`config.mk`:
```
export PLATFORM = sky130hd
export DESIGN_NAME = nina_prog_bridge
export DESIGN_NICKNAME = d
export VERILOG_FILES = /design/src/rtl/nina_prog_pkg.sv /design/src/rtl/prog_debounce.sv /design/src/rtl/nina_prog_bridge.sv
export SDC_FILE = /design/constraint.sdc
export NUM_CORES = 1
export LEC_CHECK = 0
export CELL_PAD_IN_SITES_DETAIL_PLACEMENT = 1
export CELL_PAD_IN_SITES_GLOBAL_PLACEMENT = 2
export CORE_UTILIZATION = 36
export DETAILED_ROUTE_END_ITERATION = 8
export HOLD_SLACK_MARGIN = 0.06
export MAX_ROUTING_LAYER = met4
export PLACE_DENSITY = 0.74
export SLEW_MARGIN = 20
export SYNTH_ARGS = -nofsm -noshare
export SYNTH_HDL_FRONTEND = slang
export SYNTH_SLANG_ARGS = --single-unit
export TNS_END_PERCENT = 1
```
`constraint.sdc`:
```
create_clock -name iCLK -period 2.2 [get_ports iCLK]
set_input_delay 0.44 -clock iCLK [delete_from_list [all_inputs] [get_ports iCLK]]
set_output_delay 0.44 -clock iCLK [all_outputs]
set_load 0.05 [all_outputs]
```
`src/rtl/nina_prog_pkg.sv`:
```
// Shared types and constants for the NINA programming bridge.
// Holds the sequencer state encoding and the header mode values.
package nina_prog_pkg;

  typedef enum logic [1:0] {
    ST_RST_ASSERT = 2'd0,
    ST_BOOT_HOLD  = 2'd1,
    ST_IDLE       = 2'd2
  } state_t;

  localparam logic [1:0] MODE_MANUAL = 2'd0;
  localparam logic [1:0] MODE_AUTO   = 2'd1;
  localparam logic [1:0] MODE_LOCKED = 2'd2;

  // Only manual and auto modes may start a sequence; both locked encodings block triggers.
  function automatic logic mode_triggers(input logic [1:0] mode);
    logic ok;
    case (mode)
      MODE_MANUAL, MODE_AUTO: ok = 1'b1;
      MODE_LOCKED:            ok = 1'b0;
      default:                ok = 1'b0;
    endcase
    return ok;
  endfunction

endpackage

```
`src/rtl/prog_debounce.sv`:
```
// Button conditioner: 2-FF synchroniser followed by a stability counter.
// The debounced level changes only after the input has differed from it for DEBOUNCE_CYC cycles.
module prog_debounce #(
  parameter int unsigned DEBOUNCE_CYC = 480000
) (
  input  logic iCLK,
  input  logic iRESETn,
  input  logic iBTN,
  output logic oLEVEL
);

  localparam int unsigned CNT_W = $clog2(DEBOUNCE_CYC) + 1;

  logic [1:0]       sync_q;
  logic [CNT_W-1:0] cnt_q;
  logic             level_q;

  always_ff @(posedge iCLK or negedge iRESETn) begin
    if (!iRESETn) begin
      sync_q  <= 2'b00;
      cnt_q   <= '0;
      level_q <= 1'b0;
    end else begin
      sync_q <= {sync_q[0], iBTN};
      if (sync_q[1] == level_q) begin
        cnt_q <= '0;
      end else if (cnt_q == CNT_W'(DEBOUNCE_CYC - 1)) begin
        level_q <= sync_q[1];
        cnt_q   <= '0;
      end else begin
        cnt_q <= cnt_q + CNT_W'(1);
      end
    end
  end

  assign oLEVEL = level_q;

endmodule

```
`src/rtl/nina_prog_bridge.sv`:
```
// ESP32 programming/console bridge: header UART mux plus a timed EN/IO0 reset and boot sequencer
// triggered by debounced buttons or esptool-style DTR/RTS activity.
module nina_prog_bridge
  import nina_prog_pkg::*;
#(
  parameter int unsigned N_TARGETS     = 1,
  parameter int unsigned SEL_W         = 3,
  parameter int unsigned DEBOUNCE_CYC  = 480000,
  parameter int unsigned RST_PULSE_CYC = 4800000,
  parameter int unsigned BOOT_HOLD_CYC = 2400000
) (
  input  logic                 iCLK,
  input  logic                 iRESETn,
  input  logic [1:0]           iMODE,
  input  logic [SEL_W-1:0]     iSEL,
  input  logic                 iRESET_BTN,
  input  logic                 iBOOT_BTN,
  input  logic                 iHDR_RX,
  input  logic                 iHDR_DTRn,
  input  logic                 iHDR_RTSn,
  output logic                 oHDR_TX,
  input  logic [N_TARGETS-1:0] iESP_TX,
  output logic [N_TARGETS-1:0] oESP_RX,
  output logic [N_TARGETS-1:0] oESP_EN,
  output logic [N_TARGETS-1:0] oESP_IO0,
  output logic                 oBUSY,
  output logic                 oBOOTED_DL
);

  localparam int unsigned MAX_CYC = (RST_PULSE_CYC > BOOT_HOLD_CYC) ? RST_PULSE_CYC : BOOT_HOLD_CYC;
  localparam int unsigned CNT_W   = $clog2(MAX_CYC) + 1;

  logic rst_lvl, boot_lvl, rst_prev_q;
  logic [1:0] dtr_sync_q, rts_sync_q;
  logic rts_prev_q;
  logic dtr_act, rts_act, rst_press, rts_rise;

  state_t           state_q, state_d;
  logic [CNT_W-1:0] cnt_q, cnt_d;
  logic             boot_f_q, boot_f_d, auto_f_q, auto_f_d, por_q, por_d;
  logic [SEL_W-1:0] sel_q, sel_d;

  logic [N_TARGETS-1:0] en_q, en_d, io0_q, io0_d;
  logic                 busy_q, booted_q, booted_d;

  prog_debounce #(.DEBOUNCE_CYC(DEBOUNCE_CYC)) u_rst_db (
    .iCLK(iCLK), .iRESETn(iRESETn), .iBTN(iRESET_BTN), .oLEVEL(rst_lvl)
  );

  prog_debounce #(.DEBOUNCE_CYC(DEBOUNCE_CYC)) u_boot_db (
    .iCLK(iCLK), .iRESETn(iRESETn), .iBTN(iBOOT_BTN), .oLEVEL(boot_lvl)
  );

  assign dtr_act   = ~dtr_sync_q[1];
  assign rts_act   = ~rts_sync_q[1];
  assign rst_press = rst_lvl & ~rst_prev_q;
  assign rts_rise  = rts_act & ~rts_prev_q;

  // Header handshake synchronisers and edge-detect history; lines idle high.
  always_ff @(posedge iCLK or negedge iRESETn) begin
    if (!iRESETn) begin
      dtr_sync_q <= 2'b11;
      rts_sync_q <= 2'b11;
      rts_prev_q <= 1'b0;
      rst_prev_q <= 1'b0;
    end else begin
      dtr_sync_q <= {dtr_sync_q[0], iHDR_DTRn};
      rts_sync_q <= {rts_sync_q[0], iHDR_RTSn};
      rts_prev_q <= rts_act;
      rst_prev_q <= rst_lvl;
    end
  end

  // Sequencer next-state; the shared counter restarts from zero on every state change.
  always_comb begin
    state_d  = state_q;
    cnt_d    = cnt_q;
    boot_f_d = boot_f_q;
    auto_f_d = auto_f_q;
    por_d    = por_q;
    sel_d    = sel_q;
    case (state_q)
      ST_IDLE: begin
        sel_d = iSEL;
        if (mode_triggers(iMODE) && rst_press) begin
          state_d  = ST_RST_ASSERT;
          boot_f_d = boot_lvl;
          auto_f_d = 1'b0;
        end else if (iMODE == MODE_AUTO && rts_rise) begin
          state_d  = ST_RST_ASSERT;
          boot_f_d = 1'b0;
          auto_f_d = 1'b1;
        end
      end
      ST_RST_ASSERT: begin
        if (cnt_q != CNT_W'(RST_PULSE_CYC - 1)) begin
          cnt_d = cnt_q + CNT_W'(1);
        end else if (!auto_f_q || !rts_act) begin
          if (auto_f_q) boot_f_d = dtr_act;
          state_d = boot_f_d ? ST_BOOT_HOLD : ST_IDLE;
          por_d   = 1'b0;
        end
      end
      ST_BOOT_HOLD: begin
        if (cnt_q == CNT_W'(BOOT_HOLD_CYC - 1)) state_d = ST_IDLE;
        else                                     cnt_d   = cnt_q + CNT_W'(1);
      end
      default: state_d = ST_IDLE;
    endcase
    if (state_d != state_q) cnt_d = '0;
    if (state_d == ST_IDLE) auto_f_d = 1'b0;
  end

  // Pin values are derived from the next state so EN/IO0 move on the first cycle of each state.
  always_comb begin
    en_d  = '1;
    io0_d = '1;
    for (int i = 0; i < int'(N_TARGETS); i++) begin
      if (state_d == ST_RST_ASSERT && por_d) begin
        en_d[i] = 1'b0;
      end else if (sel_d == SEL_W'(i)) begin
        case (state_d)
          ST_RST_ASSERT: begin
            en_d[i]  = 1'b0;
            io0_d[i] = auto_f_d ? ~dtr_act : ~boot_f_d;
          end
          ST_BOOT_HOLD: io0_d[i] = 1'b0;
          default: ;
        endcase
      end
    end
    booted_d = (state_d == ST_IDLE && state_q != ST_IDLE) ? boot_f_d : booted_q;
  end

  always_ff @(posedge iCLK or negedge iRESETn) begin
    if (!iRESETn) begin
      state_q  <= ST_RST_ASSERT;
      cnt_q    <= '0;
      boot_f_q <= 1'b0;
      auto_f_q <= 1'b0;
      por_q    <= 1'b1;
      sel_q    <= '0;
      en_q     <= '0;
      io0_q    <= '1;
      busy_q   <= 1'b1;
      booted_q <= 1'b0;
    end else begin
      state_q  <= state_d;
      cnt_q    <= cnt_d;
      boot_f_q <= boot_f_d;
      auto_f_q <= auto_f_d;
      por_q    <= por_d;
      sel_q    <= sel_d;
      en_q     <= en_d;
      io0_q    <= io0_d;
      busy_q   <= (state_d != ST_IDLE);
      booted_q <= booted_d;
    end
  end

  // UART data path is a plain mux; an out-of-range select parks every line idle-high.
  always_comb begin
    oHDR_TX = 1'b1;
    oESP_RX = '1;
    for (int i = 0; i < int'(N_TARGETS); i++) begin
      if (sel_q == SEL_W'(i)) begin
        oHDR_TX    = iESP_TX[i];
        oESP_RX[i] = iHDR_RX;
      end
    end
  end

  assign oESP_EN    = en_q;
  assign oESP_IO0   = io0_q;
  assign oBUSY      = busy_q;
  assign oBOOTED_DL = booted_q;

endmodule

```
==> impl_metrics.csv <==
group,metric,value,unit
layout,antenna_cells,0,
setup_path,criticalPathCategory,"register to register",
global_routing,antenna_found_initial,0,
synthesis,yosys.area.top_type,"dfrtp_1",
placement,port_buffers,18,
global_routing,grt_usage,19.1,%
clocking,max-clock-path-buffers,2,
power_and_ir_drop,powerDensity,597,nW/µm²
synthesis,yosysMostFrequentCell,"dfrtp_1",
job,cap_violations,0,
clocking,insertion_delay,0.35,ns
global_routing,grt_pass1_vias,3709,
synthesis,synthFlopType,"dfrtp_1",
floorplanning,chipWidth,112,µm
placement,hpwl,7490,µm
setup_path,cpLargestDelayFamily,"simple AND/OR/NAND/NOR gates",
run_status,violations,"DRC, setup timing",
setup_path,end_kind,"register",
global_routing,grt_pass1_wl,18300,µm
clocking,h-tree-depth,3,
synthesis,synth_area,4340,µm²
setup_path,cp_slowest_stage_delay,0.47,ns
timing,clock_skew,0.00918,ns
floorplanning,fp-row-count,39,
floorplanning,fp.dieArea,12500,µm²
floorplanning,core,11600,µm²
setup_path,cp.arrival,2.47,ns
routing,drtAntennaViolNets,0,
setup_path,worstPathMaxFanout,6,
run_status,outcome,"complete, but fails checks",
synthesis,synth.avg_cell_area,10.2,µm²
timing,fmaxAchievable,0.448,GHz
routing,drc,1,
setup_path,start_kind,"register",
routing,via_per_inst,5.21,
synthesis,synth_enable_flop_cells,0,
global_routing,grt-ovfl-total,0,
clocking,clk_pin_slew,0.07,ns
timing,fin_crit_sh,101,%
routing,first_iter_violations,93,
layout,post-route-util,48.2,%
synthesis,yosysWarnings,0,
routing,wl,10500,µm
clocking,cts_buffers,9,
timing,worst_slew_pin_slew,0.498,ns
timing,layout_min_cycle_time,2.23,ns
routing,wl_per_cell,16.1,µm
timing,finalHoldViolCount,0,
synthesis,ys_top_cells_by_area,"dfrtp_1 47%, nor2_1 5.5%, xnor2_1 5.1%",
timing,rsz0062_at_grt,"yes",
floorplanning,start_util,37.5,%
synthesis,synth_common_cells,"81 x dfrtp_1, 64 x nor2_1, 28 x nand2_1, 26 x nand3_1",
floorplanning,num_io_pins,19,
clocking,root_buffer,"clkbuf_16",
synthesis,yosys_register_bits,88,
synthesis,syn_nets,440,
global_routing,grt_max_degree,47,
setup_path,crit_chain,"ha_2 -> or4bb_4 -> nor4_4 -> buf_4 -> nand3_2 -> a2bb2oi_4 -> and2b_1 -> mux2_4",
timing,fin_ws,-0.0325,ns
synthesis,synth.top_cell.area_share,46.8,%
synthesis,async_flop_share,100,%
timing,whs,0.355,ns
placement,gp_congestion,0.832,
routing,drt_first_pass_iters,8,
power_and_ir_drop,p_leak,2.39,nW
floorplanning,die_h,112,µm
timing,setup_viol,1,
layout,nets,521,
layout,area_delta_synth_final,28.5,%
setup_path,crit_slowest_cell,"or4bb_4",
synthesis,seq_area_frac_synth,51.0,%
timing,drv_slew,0,
power_and_ir_drop,vdd_drop_max,0.440,mV
synthesis,ys_types,63,
synthesis,syn_inst,424,
setup_path,cp.required,2.44,ns
setup_path,path_buf_inv,1,
layout,drive_gt1_share,24.5,%
timing,max-slew-margin-rel,66.7,%
clocking,cts.sinks,88,
routing,vias,3403,
clocking,cts_tree,"built",
hold_path,holdCritPathClass,"register to register",
cell type report:
class | instances | area [µm²]
Clock buffer | 9 | 225
Inverter | 15 | 56.3
Tap cell | 143 | 179
Timing Repair Buffer | 85 | 757
Sequential cell | 88 | 2210
Multi-Input combinational cell | 306 | 2070
Clock inverter | 7 | 71.3
Fill cell | 1279 | 6000
where the power goes:
| group | total (mW) | leakage (nW) | switching (mW) | internal [mW] |
|---|---|---|---|---|
| logic | 0.117 | 1.13 | 0.0710 | 0.0463 |
| registers | 1.65 | 1.12 | 0.0139 | 1.64 |
| clock network | 1.55 | 0.138 | 0.674 | 0.880 |
| total | 3.32 | 2.39 | 0.759 | 2.56 |
path summary, 6_finish.rpt:
path,startpoint,to,slack (ns),depth (start not counted)
worst max-delay path,cnt_q[0],oBOOTED_DL,-0.03,8
worst min-delay path,u_rst_db.sync_q[0],u_rst_db.sync_q[1],0.36,0
worst max register to register,cnt_q[0],oBOOTED_DL,-0.03,8
worst min register to register,u_rst_db.sync_q[0],u_rst_db.sync_q[1],0.36,0
max in group asynchronous,iRESETn,por_q,1.01,3
min in group asynchronous,iRESETn,sel_q[0],0.52,2
cells by family after synthesis:
family	count (synthesis)	synth area share (%)
AND/OR/NAND/NOR	185	22.3
flip-flops	88	51.0
AO/OA/AOI/OAI	62	11.0
XOR/XNOR	50	10.1
buffers and inverters	30	3.12
multiplexers	6	1.56
adder cells (fa/ha/maj)	3	0.866
metal layers:
metal  global-route usage [%]  part of all wire [%]  up-vias  routed length [µm]
li1                         -                     -     1647                   -
met1                     24.0                    48     1716                5040
met2                     30.6                    49       30                5110
met3                     4.90                   2.5       10                 264
met4                     5.32                  0.90        0                  95
met5                        -                     0        -                   0
flip-flops by register name (all words and copies together) (netlist names):
name	count
oBOOTED_DL	1
u_boot_db.sync_q	2
boot_f_q	1
u_boot_db.oLEVEL	1
sel_q	3
rst_prev_q	1
rts_sync_q	2
rts_prev_q	1
oESP_IO0	1
dtr_sync_q	2
oESP_EN	1
u_rst_db.sync_q	2
auto_f_q	1
u_rst_db.oLEVEL	1
oBUSY	1
por_q	1
u_boot_db.cnt_q	20
state_q	2
cnt_q	24
u_rst_db.cnt_q	20
stage by stage:
stage	setup slack, ns	power (mW)	std cells	area [µm²]	setup TNS [ns]
after floorplan	-0.113	1.72	424	4340	-0.371
after global placement	-0.0657	1.80	632	5150	-0.186
after detailed placement	-0.119	1.80	632	5150	-1.46
after CTS	-0.0629	3.37	651	5500	-0.0987
after global routing	-0.152	3.44	653	5570	-2.04
final	-0.0325	3.32	653	5570	-0.0325
worst register-to-register path, cell delays in order (launching register included):
cell and delay (ns):
dfrtp_1 0.36, ha_2 0.20, or4bb_4 0.47, nor4_4 0.17, buf_4 0.19, nand3_2 0.10, a2bb2oi_4 0.17, and2b_1 0.17
mux2_4 0.29
repair_timing:
action / in CTS / in global routing
buffers inserted: 2 / 2
pin swaps: 10 / 2
gates resized for setup: 6 / 11
hold buffers: 1 / 0
hold endpoints to repair: 14 / 0
setup endpoints to repair: 25 / 37
placed cells by master, fill, tap and decap left out, types with 7 or more instances in the layout:
cell	n
xor2_1	25
clkdlybuf4s50_1	15
xnor2_1	24
inv_1	15
clkbuf_16	9
dfrtp_1	81
nor2_1	64
and3_1	9
nand4_1	10
buf_4	62
a21oi_1	19
dfstp_2	7
nand2_1	28
nor3_1	7
nand3_1	26
No activity file was read; power rests on OpenSTA's default activity.
